==> config.mk <==
export PLATFORM = sky130hd
export DESIGN_NAME = mdu_sequencer_flat
export DESIGN_NICKNAME = d
export VERILOG_FILES = /design/src/rtl/mdu_pkg.sv /design/src/rtl/mdu_sequencer_if.sv /design/src/rtl/mdu_step.sv /design/src/rtl/mdu_sequencer.sv /design/src/flat_wrapper.sv
export SDC_FILE = /design/constraint.sdc
export NUM_CORES = 1
export LEC_CHECK = 0
export ABC_AREA = 0
export CAP_MARGIN = 20
export CELL_PAD_IN_SITES_DETAIL_PLACEMENT = 2
export CELL_PAD_IN_SITES_GLOBAL_PLACEMENT = 2
export CORE_ASPECT_RATIO = 0.75
export CORE_MARGIN = 5
export CORE_UTILIZATION = 25
export DETAILED_ROUTE_END_ITERATION = 8
export PLACE_DENSITY = 0.63
export SYNTH_ARGS = -nofsm -noshare
export SYNTH_HDL_FRONTEND = slang
export SYNTH_SLANG_ARGS = --single-unit
export TNS_END_PERCENT = 20
==> constraint.sdc <==
create_clock -name clk -period 8.9 [get_ports clk]
set_clock_uncertainty 0.15 [all_clocks]
set_input_delay 1.335 -clock clk [delete_from_list [all_inputs] [get_ports clk]]
set_output_delay 1.335 -clock clk [all_outputs]
set_load 0.01 [all_outputs]
==> src/rtl/mdu_pkg.sv <==
`default_nettype none
// +--------------------------------------------------------------------+
// | Module  : mdu_pkg                                                  |
// | Purpose : Shared types for the multiply/divide sequencer: operation |
// |           codes, FSM states and HI/LO read-select codes.           |
// | Ports   : none (package)                                           |
// | Rev     : 1.0  initial release                                     |
// +--------------------------------------------------------------------+
package mdu_pkg;

   // Operation encoding as decoded into mdopE
   typedef enum logic [1:0] {
      MDOP_MULT  = 2'b00,
      MDOP_MULTU = 2'b01,
      MDOP_DIV   = 2'b10,
      MDOP_DIVU  = 2'b11
   } mdop_e;

   // Sequencer states
   typedef enum logic [1:0] {
      ST_IDLE = 2'd0,
      ST_RUN  = 2'd1,
      ST_FIX  = 2'd2
   } state_e;

   // hiloE read-select codes; 2'b11 is reserved and reads as none
   localparam logic [1:0] HILO_NONE = 2'b00;
   localparam logic [1:0] HILO_LO   = 2'b01;
   localparam logic [1:0] HILO_HI   = 2'b10;

endpackage : mdu_pkg
`default_nettype wire

==> src/rtl/mdu_sequencer_if.sv <==
`default_nettype none
// +--------------------------------------------------------------------+
// | Module  : mdu_sequencer_if                                         |
// | Purpose : Execute-stage bundle between the core and the mul/div    |
// |           sequencer.                                               |
// | Ports   : multdivE/mdopE/flushE/srcaE/srcbE - operation issue      |
// |           hiloE/hiloresultE                 - MFHI/MFLO read       |
// |           mdstallE/busy                     - hazard signalling    |
// |           hi/lo                             - architectural HI/LO  |
// | Rev     : 1.0  initial release                                     |
// +--------------------------------------------------------------------+
interface mdu_sequencer_if #(
   parameter int WIDTH = 32
);
   logic             multdivE;
   logic [1:0]       mdopE;
   logic [1:0]       hiloE;
   logic             flushE;
   logic [WIDTH-1:0] srcaE;
   logic [WIDTH-1:0] srcbE;
   logic [WIDTH-1:0] hiloresultE;
   logic             mdstallE;
   logic             busy;
   logic [WIDTH-1:0] hi;
   logic [WIDTH-1:0] lo;

   // Core / Execute-stage side
   modport master (
      output multdivE, mdopE, hiloE, flushE, srcaE, srcbE,
      input  hiloresultE, mdstallE, busy, hi, lo
   );

   // Sequencer side
   modport slave (
      input  multdivE, mdopE, hiloE, flushE, srcaE, srcbE,
      output hiloresultE, mdstallE, busy, hi, lo
   );
endinterface : mdu_sequencer_if
`default_nettype wire

==> src/rtl/mdu_step.sv <==
`default_nettype none
// +--------------------------------------------------------------------+
// | Module  : mdu_step                                                 |
// | Purpose : One radix-2 iteration of the multiply/divide datapath.   |
// |           Multiply: shift-add, multiplier consumed from acc_lo[0], |
// |           product shifts right into {acc_hi, acc_lo}.              |
// |           Divide: restoring subtract-shift, dividend shifts out of |
// |           acc_lo MSB into the remainder (acc_hi), quotient bits    |
// |           shift into acc_lo LSB.                                   |
// | Ports   : is_div          in  select divide iteration              |
// |           acc_hi/acc_lo   in  current accumulator pair             |
// |           opnd            in  multiplicand or divisor magnitude    |
// |           nxt_hi/nxt_lo   out accumulator pair after this step     |
// | Rev     : 1.0  initial release                                     |
// +--------------------------------------------------------------------+
module mdu_step #(
   parameter int WIDTH = 32
) (
   input  wire logic             is_div,
   input  wire logic [WIDTH-1:0] acc_hi,
   input  wire logic [WIDTH-1:0] acc_lo,
   input  wire logic [WIDTH-1:0] opnd,
   output logic      [WIDTH-1:0] nxt_hi,
   output logic      [WIDTH-1:0] nxt_lo
);

   logic [WIDTH:0] w_sum;
   logic [WIDTH:0] w_shifted;
   logic [WIDTH:0] w_diff;

   always_comb begin
      // Multiply: the carry out of the add becomes the new product MSB.
      w_sum     = {1'b0, acc_hi} + (acc_lo[0] ? {1'b0, opnd} : '0);
      // Divide: partial remainder doubled with the next dividend bit.
      w_shifted = {acc_hi, acc_lo[WIDTH-1]};
      w_diff    = w_shifted - {1'b0, opnd};

      nxt_hi = w_sum[WIDTH:1];
      nxt_lo = {w_sum[0], acc_lo[WIDTH-1:1]};

      if (is_div) begin
         // Remainder stays below the divisor, so the borrow bit of the
         // WIDTH+1 subtraction alone decides whether the divisor fits.
         if (!w_diff[WIDTH]) begin
            nxt_hi = w_diff[WIDTH-1:0];
            nxt_lo = {acc_lo[WIDTH-2:0], 1'b1};
         end else begin
            nxt_hi = w_shifted[WIDTH-1:0];
            nxt_lo = {acc_lo[WIDTH-2:0], 1'b0};
         end
      end
   end

endmodule : mdu_step
`default_nettype wire

==> src/rtl/mdu_sequencer.sv <==
`default_nettype none
// +--------------------------------------------------------------------+
// | Module  : mdu_sequencer                                            |
// | Purpose : Multi-cycle MULT/MULTU/DIV/DIVU unit for Execute. Runs   |
// |           WIDTH radix-2 iterations on operand magnitudes, applies  |
// |           signs in a final FIX cycle and writes HI/LO. Serves       |
// |           MFHI/MFLO and requests a stall while an op is in flight. |
// | Ports   : clk    in  clock, rising edge                            |
// |           reset  in  asynchronous active-low reset                 |
// |           bus    slave modport of mdu_sequencer_if                 |
// | Rev     : 1.0  initial release                                     |
// +--------------------------------------------------------------------+
module mdu_sequencer
   import mdu_pkg::*;
#(
   parameter int WIDTH = 32
) (
   input  wire logic         clk,
   input  wire logic         reset,
   mdu_sequencer_if.slave    bus
);

   localparam int CW = $clog2(WIDTH);
   localparam logic [CW-1:0] C_LAST = CW'(WIDTH - 1);

   state_e           state_q,    state_d;
   mdop_e            op_q,       op_d;
   logic             sign_a_q,   sign_a_d;
   logic             sign_b_q,   sign_b_d;
   logic             divzero_q,  divzero_d;
   logic [CW-1:0]    cnt_q,      cnt_d;
   logic [WIDTH-1:0] opnd_q,     opnd_d;
   logic [WIDTH-1:0] acc_hi_q,   acc_hi_d;
   logic [WIDTH-1:0] acc_lo_q,   acc_lo_d;
   logic [WIDTH-1:0] srca_q,     srca_d;
   logic [WIDTH-1:0] hi_q,       hi_d;
   logic [WIDTH-1:0] lo_q,       lo_d;

   mdop_e            w_mdop;
   logic             w_in_div;
   logic             w_in_signed;
   logic             w_in_sa;
   logic             w_in_sb;
   logic [WIDTH-1:0] w_abs_a;
   logic [WIDTH-1:0] w_abs_b;
   logic             w_busy;
   logic             w_stall;
   logic             w_accept;
   logic             w_run_div;
   logic [WIDTH-1:0] w_step_hi;
   logic [WIDTH-1:0] w_step_lo;
   logic [2*WIDTH-1:0] w_prod;
   logic [2*WIDTH-1:0] w_prod_fix;
   logic [WIDTH-1:0] w_quot_fix;
   logic [WIDTH-1:0] w_rem_fix;

   // ------------------------------------------------------------------
   // Single shared iteration datapath
   // ------------------------------------------------------------------
   assign w_run_div = (op_q == MDOP_DIV) || (op_q == MDOP_DIVU);

   mdu_step #(.WIDTH(WIDTH)) u_step (
      .is_div (w_run_div),
      .acc_hi (acc_hi_q),
      .acc_lo (acc_lo_q),
      .opnd   (opnd_q),
      .nxt_hi (w_step_hi),
      .nxt_lo (w_step_lo)
   );

   // ------------------------------------------------------------------
   // Handshake outputs
   // ------------------------------------------------------------------
   assign w_busy  = (state_q != ST_IDLE);
   assign w_stall = w_busy & (bus.multdivE | (bus.hiloE == HILO_LO) |
                              (bus.hiloE == HILO_HI));

   assign bus.busy     = w_busy;
   assign bus.mdstallE = w_stall;
   assign bus.hi       = hi_q;
   assign bus.lo       = lo_q;

   always_comb begin
      case (bus.hiloE)
         HILO_LO: bus.hiloresultE = lo_q;
         HILO_HI: bus.hiloresultE = hi_q;
         default: bus.hiloresultE = '0;
      endcase
   end

   // ------------------------------------------------------------------
   // Issue-side operand conditioning
   // ------------------------------------------------------------------
   always_comb begin
      w_mdop      = mdop_e'(bus.mdopE);
      w_in_div    = (w_mdop == MDOP_DIV) || (w_mdop == MDOP_DIVU);
      w_in_signed = (w_mdop == MDOP_MULT) || (w_mdop == MDOP_DIV);
      w_in_sa     = w_in_signed & bus.srcaE[WIDTH-1];
      w_in_sb     = w_in_signed & bus.srcbE[WIDTH-1];
      // The most-negative value maps onto itself, which read as unsigned
      // is the correct magnitude; DIV min/-1 then needs no special case.
      w_abs_a     = w_in_sa ? (~bus.srcaE + 1'b1) : bus.srcaE;
      w_abs_b     = w_in_sb ? (~bus.srcbE + 1'b1) : bus.srcbE;
      w_accept    = bus.multdivE & ~bus.flushE & ~w_stall;
   end

   // ------------------------------------------------------------------
   // Sign fix-up of the finished magnitude result
   // ------------------------------------------------------------------
   always_comb begin
      w_prod     = {acc_hi_q, acc_lo_q};
      w_prod_fix = (sign_a_q ^ sign_b_q) ? (~w_prod + 1'b1) : w_prod;
      w_quot_fix = (sign_a_q ^ sign_b_q) ? (~acc_lo_q + 1'b1) : acc_lo_q;
      w_rem_fix  = sign_a_q ? (~acc_hi_q + 1'b1) : acc_hi_q;
   end

   // ------------------------------------------------------------------
   // FSM next-state and datapath control
   // ------------------------------------------------------------------
   always_comb begin
      state_d   = state_q;
      op_d      = op_q;
      sign_a_d  = sign_a_q;
      sign_b_d  = sign_b_q;
      divzero_d = divzero_q;
      cnt_d     = cnt_q;
      opnd_d    = opnd_q;
      acc_hi_d  = acc_hi_q;
      acc_lo_d  = acc_lo_q;
      srca_d    = srca_q;
      hi_d      = hi_q;
      lo_d      = lo_q;

      case (state_q)
         ST_IDLE: begin
            if (w_accept) begin
               state_d   = ST_RUN;
               op_d      = w_mdop;
               sign_a_d  = w_in_sa;
               sign_b_d  = w_in_sb;
               divzero_d = w_in_div && (bus.srcbE == '0);
               cnt_d     = '0;
               srca_d    = bus.srcaE;
               acc_hi_d  = '0;
               // Multiply iterates over the multiplier bits in acc_lo;
               // divide shifts the dividend out of acc_lo.
               acc_lo_d  = w_in_div ? w_abs_a : w_abs_b;
               opnd_d    = w_in_div ? w_abs_b : w_abs_a;
            end
         end

         ST_RUN: begin
            acc_hi_d = w_step_hi;
            acc_lo_d = w_step_lo;
            cnt_d    = cnt_q + CW'(1);
            if (cnt_q == C_LAST) begin
               state_d = ST_FIX;
            end
         end

         ST_FIX: begin
            state_d = ST_IDLE;
            if (w_run_div) begin
               if (divzero_q) begin
                  lo_d = '1;
                  hi_d = srca_q;
               end else begin
                  lo_d = w_quot_fix;
                  hi_d = w_rem_fix;
               end
            end else begin
               lo_d = w_prod_fix[WIDTH-1:0];
               hi_d = w_prod_fix[2*WIDTH-1:WIDTH];
            end
         end

         default: state_d = ST_IDLE;
      endcase
   end

   // ------------------------------------------------------------------
   // State registers
   // ------------------------------------------------------------------
   always_ff @(posedge clk or negedge reset) begin
      if (!reset) begin
         state_q   <= ST_IDLE;
         op_q      <= MDOP_MULT;
         sign_a_q  <= 1'b0;
         sign_b_q  <= 1'b0;
         divzero_q <= 1'b0;
         cnt_q     <= '0;
         opnd_q    <= '0;
         acc_hi_q  <= '0;
         acc_lo_q  <= '0;
         srca_q    <= '0;
         hi_q      <= '0;
         lo_q      <= '0;
      end else begin
         state_q   <= state_d;
         op_q      <= op_d;
         sign_a_q  <= sign_a_d;
         sign_b_q  <= sign_b_d;
         divzero_q <= divzero_d;
         cnt_q     <= cnt_d;
         opnd_q    <= opnd_d;
         acc_hi_q  <= acc_hi_d;
         acc_lo_q  <= acc_lo_d;
         srca_q    <= srca_d;
         hi_q      <= hi_d;
         lo_q      <= lo_d;
      end
   end

endmodule : mdu_sequencer
`default_nettype wire

==> src/flat_wrapper.sv <==
// flat-port wrapper written by rule: the top's interface ports become plain ports
module mdu_sequencer_flat import mdu_pkg::*;
#(
   parameter int WIDTH = 32
)
  (clk, reset, bus_multdivE, bus_mdopE, bus_hiloE, bus_flushE, bus_srcaE, bus_srcbE, bus_hiloresultE, bus_mdstallE, bus_busy, bus_hi, bus_lo);
  mdu_sequencer_if #(.WIDTH(WIDTH)) bus_i ();
  input  wire logic clk;
  input  wire logic reset;
  input wire logic [$bits(bus_i.multdivE)-1:0] bus_multdivE;
  input wire logic [$bits(bus_i.mdopE)-1:0] bus_mdopE;
  input wire logic [$bits(bus_i.hiloE)-1:0] bus_hiloE;
  input wire logic [$bits(bus_i.flushE)-1:0] bus_flushE;
  input wire logic [$bits(bus_i.srcaE)-1:0] bus_srcaE;
  input wire logic [$bits(bus_i.srcbE)-1:0] bus_srcbE;
  output wire logic [$bits(bus_i.hiloresultE)-1:0] bus_hiloresultE;
  output wire logic [$bits(bus_i.mdstallE)-1:0] bus_mdstallE;
  output wire logic [$bits(bus_i.busy)-1:0] bus_busy;
  output wire logic [$bits(bus_i.hi)-1:0] bus_hi;
  output wire logic [$bits(bus_i.lo)-1:0] bus_lo;
  assign bus_i.multdivE = bus_multdivE;
  assign bus_i.mdopE = bus_mdopE;
  assign bus_i.hiloE = bus_hiloE;
  assign bus_i.flushE = bus_flushE;
  assign bus_i.srcaE = bus_srcaE;
  assign bus_i.srcbE = bus_srcbE;
  assign bus_hiloresultE = bus_i.hiloresultE;
  assign bus_mdstallE = bus_i.mdstallE;
  assign bus_busy = bus_i.busy;
  assign bus_hi = bus_i.hi;
  assign bus_lo = bus_i.lo;
  mdu_sequencer #(.WIDTH(WIDTH)) u_core (.clk(clk), .reset(reset), .bus(bus_i));
endmodule
==> run summary <==
Post-detail-place hpwl: 66300 µm
Max VDD drop: 0.213 mV
Initial antenna violation count: 4
Slew Limit Headroom: 24.1%
Adder-Cell Fraction of Synth Area: 5.49%
Yosys warnings: 0
Die height: 237 µm
Post-synth cell types: 77
FFs w/ async S/R, synth: 100%
Crit path time final: 4.88 ns
Mapped Avg Cell Area: 7.69 µm²
Actual slew at the worst max-slew pin: 1.13 ns
Largest family of logic cells by synthesized area: compound AO/OA/AOI/OAI gates
Critical path's largest stage delay: 0.57 ns
Global-route wire length before repair: 127000 µm
Total GRT Usage: 22.3%
Max Fclk: 0.205 GHz
Non-Filler Instances: 3213
Complex-gate fraction of the synthesized area: 25.3%
# hold bufs at CTS: 0
Core Region: 0.0682 mm²
PortBufs: 169
CTS tree: done
Depth of the worst register-to-register path: 11
Largest net degree at the start of global routing: 90
# resized after CTS: 0
Hold Crit Class: reg -> reg
Die area: 0.0740 mm²
Reg clk slew, reported paths: 0.06 ns
Sequential fraction of the synthesis area: 29.6%
Crit path top cell by count: clkdlybuf4s50_1
Crit Path Max Fanout: 23
Worst reg-to-reg setup slack: 4.09 ns
FF-to-FF Start: u_core.acc_hi_q[0]
Synthesized instance count: 2229
Critical path arrival: 3.40 ns
Via density: 5.49
Most frequent cells in the layout: nand2_1, nor2_1, dfrtp_1, o21ai_0, a21oi_1
Total CTS buffers: 27
Worst-Skew Late Latency: 0.59 ns
Crit-path leading delay family: buffers and inverters
Status: finished clean
Most common cell after layout, fill and taps aside: nand2_1
Slew Limit Fails: 0
Setup ws final: 4.02 ns
Critical path class: in -> out
# Max-Cap Violations: 0
Slowest cell on crit path: clkdlybuf4s50_1
PwrDens: 450 mW/mm²
Pleak: 8.45 nW
Hold Vio Cnt, Final: 0
Synth Area in XOR/XNOR: 10.5%
RSZ-0062 raised after global routing: no
Pre-CTS setup slack: 3.50 ns
Post-synth top flop: dfrtp_1
Post-synthesis mux area share: 4.23%
Vias: 17600
GP Congestion: 0.879
Clock Tree Buf Depth: 3
WP data required: 7.41 ns
Area Growth Syn to Fin: 20.5%
Post-CTS setup buffers: 0
Final net count: 2443
Gr ovfl total: 0
Final setup vio count: 0
Worst Hold Launch: u_core.srca_q[18]
Placed Instances: 3156
Clk sinks: 203
Residual DRC count: 0
Synth Register Bits: 203
Critical path endpoint category: output pin
Post-Synth Simple-Gate Area: 19.6%
Routed Antenna Nets: 0
First-pass DRT Iterations: 5
Worst path cell trace: clkdlybuf4s50_1 -> inv_1 -> ha_1 -> buf_16 -> a22oi_1 -> nor2_1 -> clkdlybuf4s50_1
R2r endpoint: u_core.acc_hi_q[31]
Layout cell share with drive strength beyond 1: 5.44%
Number of flops mapped to enable cells by yosys: 0
Crit start category: input pin
Hold Crit Endpoint: u_core.srca_q[18]
Power Total: 9.30 mW
I/O pin cnt: 170
CTS Root Cell: clkbuf_16
Iter 0 DRT Violations: 1157
Hold slack final: 0.333 ns
Vias in the first global route: 18600
Accumulated negative setup slack: 0 ns
Initial Util: 25.1%
Syn Nets: 2375
# H-tree levels: 1
Chip width: 312 µm
Crit path buffers/inverters: 4
Cell Area, Synth: 0.0172 mm²
FP Rows: 83
WL per Instance: 26.7 µm
Hold depth: 2
Final period util: 54.9%
DRT Wirelength: 85800 µm
stage by stage:
| stage | util (%) | area, µm² |
|---|---|---|
| 2_1_floorplan | - | 17200 |
| 3_3_place_gp | 28.7 | 19600 |
| 6_report | 30.3 | 20700 |
| 3_5_place_dp | 28.7 | 19600 |
| 4_1_cts | 30.2 | 20600 |
| 5_1_grt | 30.3 | 20700 |
registers in the layout, indices dropped and copies added (netlist names):
register,count
u_core.acc_hi_q,32
u_core.acc_lo_q,32
u_core.bus.hi,32
u_core.bus.lo,32
u_core.opnd_q,32
u_core.srca_q,32
u_core.cnt_q,5
u_core.state_q,2
u_core.divzero_q,1
u_core.op_q,1
u_core.sign_a_q,1
u_core.sign_b_q,1
cell families after synthesis:
logic type	Yosys count
compound gates	689
simple gates	755
fa+ha+maj	74
flops	203
mux	72
buf+inv	231
xor+xnor	205
routing by layer:
| layer | GRT usage [%] | vias up | routed length [µm] |
|---|---|---|---|
| met5 | 0 | - | 11 |
| met4 | 3.28 | 2 | 1360 |
| met3 | 4.94 | 70 | 5270 |
| met2 | 33.7 | 367 | 36300 |
| met1 | 33.3 | 9165 | 42900 |
| li1 | - | 8045 | - |
power by group:
group,switching [mW],total (mW),internal (mW)
logic,3.84,6.08,2.24
clock network,0.504,1.23,0.728
registers,0.703,1.99,1.29
total,5.04,9.30,4.25
synth_stat cells (7+ instances only):
master / number / share of area, %
or3_1: 17 / 0.62
mux2i_1: 68 / 4.0
nand2_1: 309 / 6.8
nand2b_1: 17 / 0.62
o21ai_0: 197 / 5.7
a21oi_1: 180 / 5.3
clkbuf_1: 142 / 3.1
and3_1: 14 / 0.51
buf_2: 12 / 0.35
o211a_1: 7 / 0.41
xor2_1: 98 / 5.0
a22oi_1: 50 / 2.2
ha_1: 72 / 5.3
nor2_1: 238 / 5.2
a31oi_1: 23 / 0.84
o21a_1: 18 / 0.79
a211oi_1: 51 / 2.2
a21o_1: 21 / 0.92
xnor2_1: 107 / 5.5
nor4_1: 21 / 0.77
inv_1: 65 / 1.4
nand3_1: 29 / 0.85
o211ai_1: 26 / 1.1
nor3_1: 35 / 1.0
o41ai_1: 13 / 0.66
dfrtp_1: 203 / 30
o22ai_1: 7 / 0.26
or4_1: 9 / 0.39
nand4_1: 11 / 0.40
nor2b_1: 20 / 0.73
o31ai_1: 23 / 1.0
o31a_1: 8 / 0.41
o221ai_1: 11 / 0.56
worst reg2reg max path, delay by kind of cell, from the launching register on:
kind / cells / cell delay [ns]
AO/OA/AOI/OAI: 6 / 1.86
adder cells (fa/ha/maj): 1 / 0.48
buffers and inverters: 1 / 0.16
flip-flops: 1 / 0.60
multiplexers: 1 / 0.44
AND/OR/NAND/NOR: 2 / 0.99
final cells by class:
cell class	count	area, µm²
Clock inverter	15	208
Clock buffer	35	766
Fill cell	7859	47600
Antenna cell	3	7.51
Sequential cell	203	5090
Timing Repair Buffer	204	2020
Multi-Input combinational cell	1795	11200
Tap cell	892	1120
Inverter	66	248
worst max-delay path by stage:
stage / end / slack, ns / start / cells past startpoint
finish: bus_hiloresultE[5] / 4.02 / bus_hiloE[0] / 7
global route: bus_hiloresultE[16] / 3.91 / bus_hiloE[1] / 7
CTS: bus_hiloresultE[26] / 3.50 / bus_hiloE[0] / 6
detailed placement: bus_hiloresultE[26] / 3.50 / bus_hiloE[0] / 6
global placement: bus_hiloresultE[13] / 3.69 / bus_hiloE[0] / 6
floorplan: u_core.acc_lo_q[29] / 5.10 / bus_srcbE[4] / 8
Note: power is estimated with default switching activity, not from simulation.
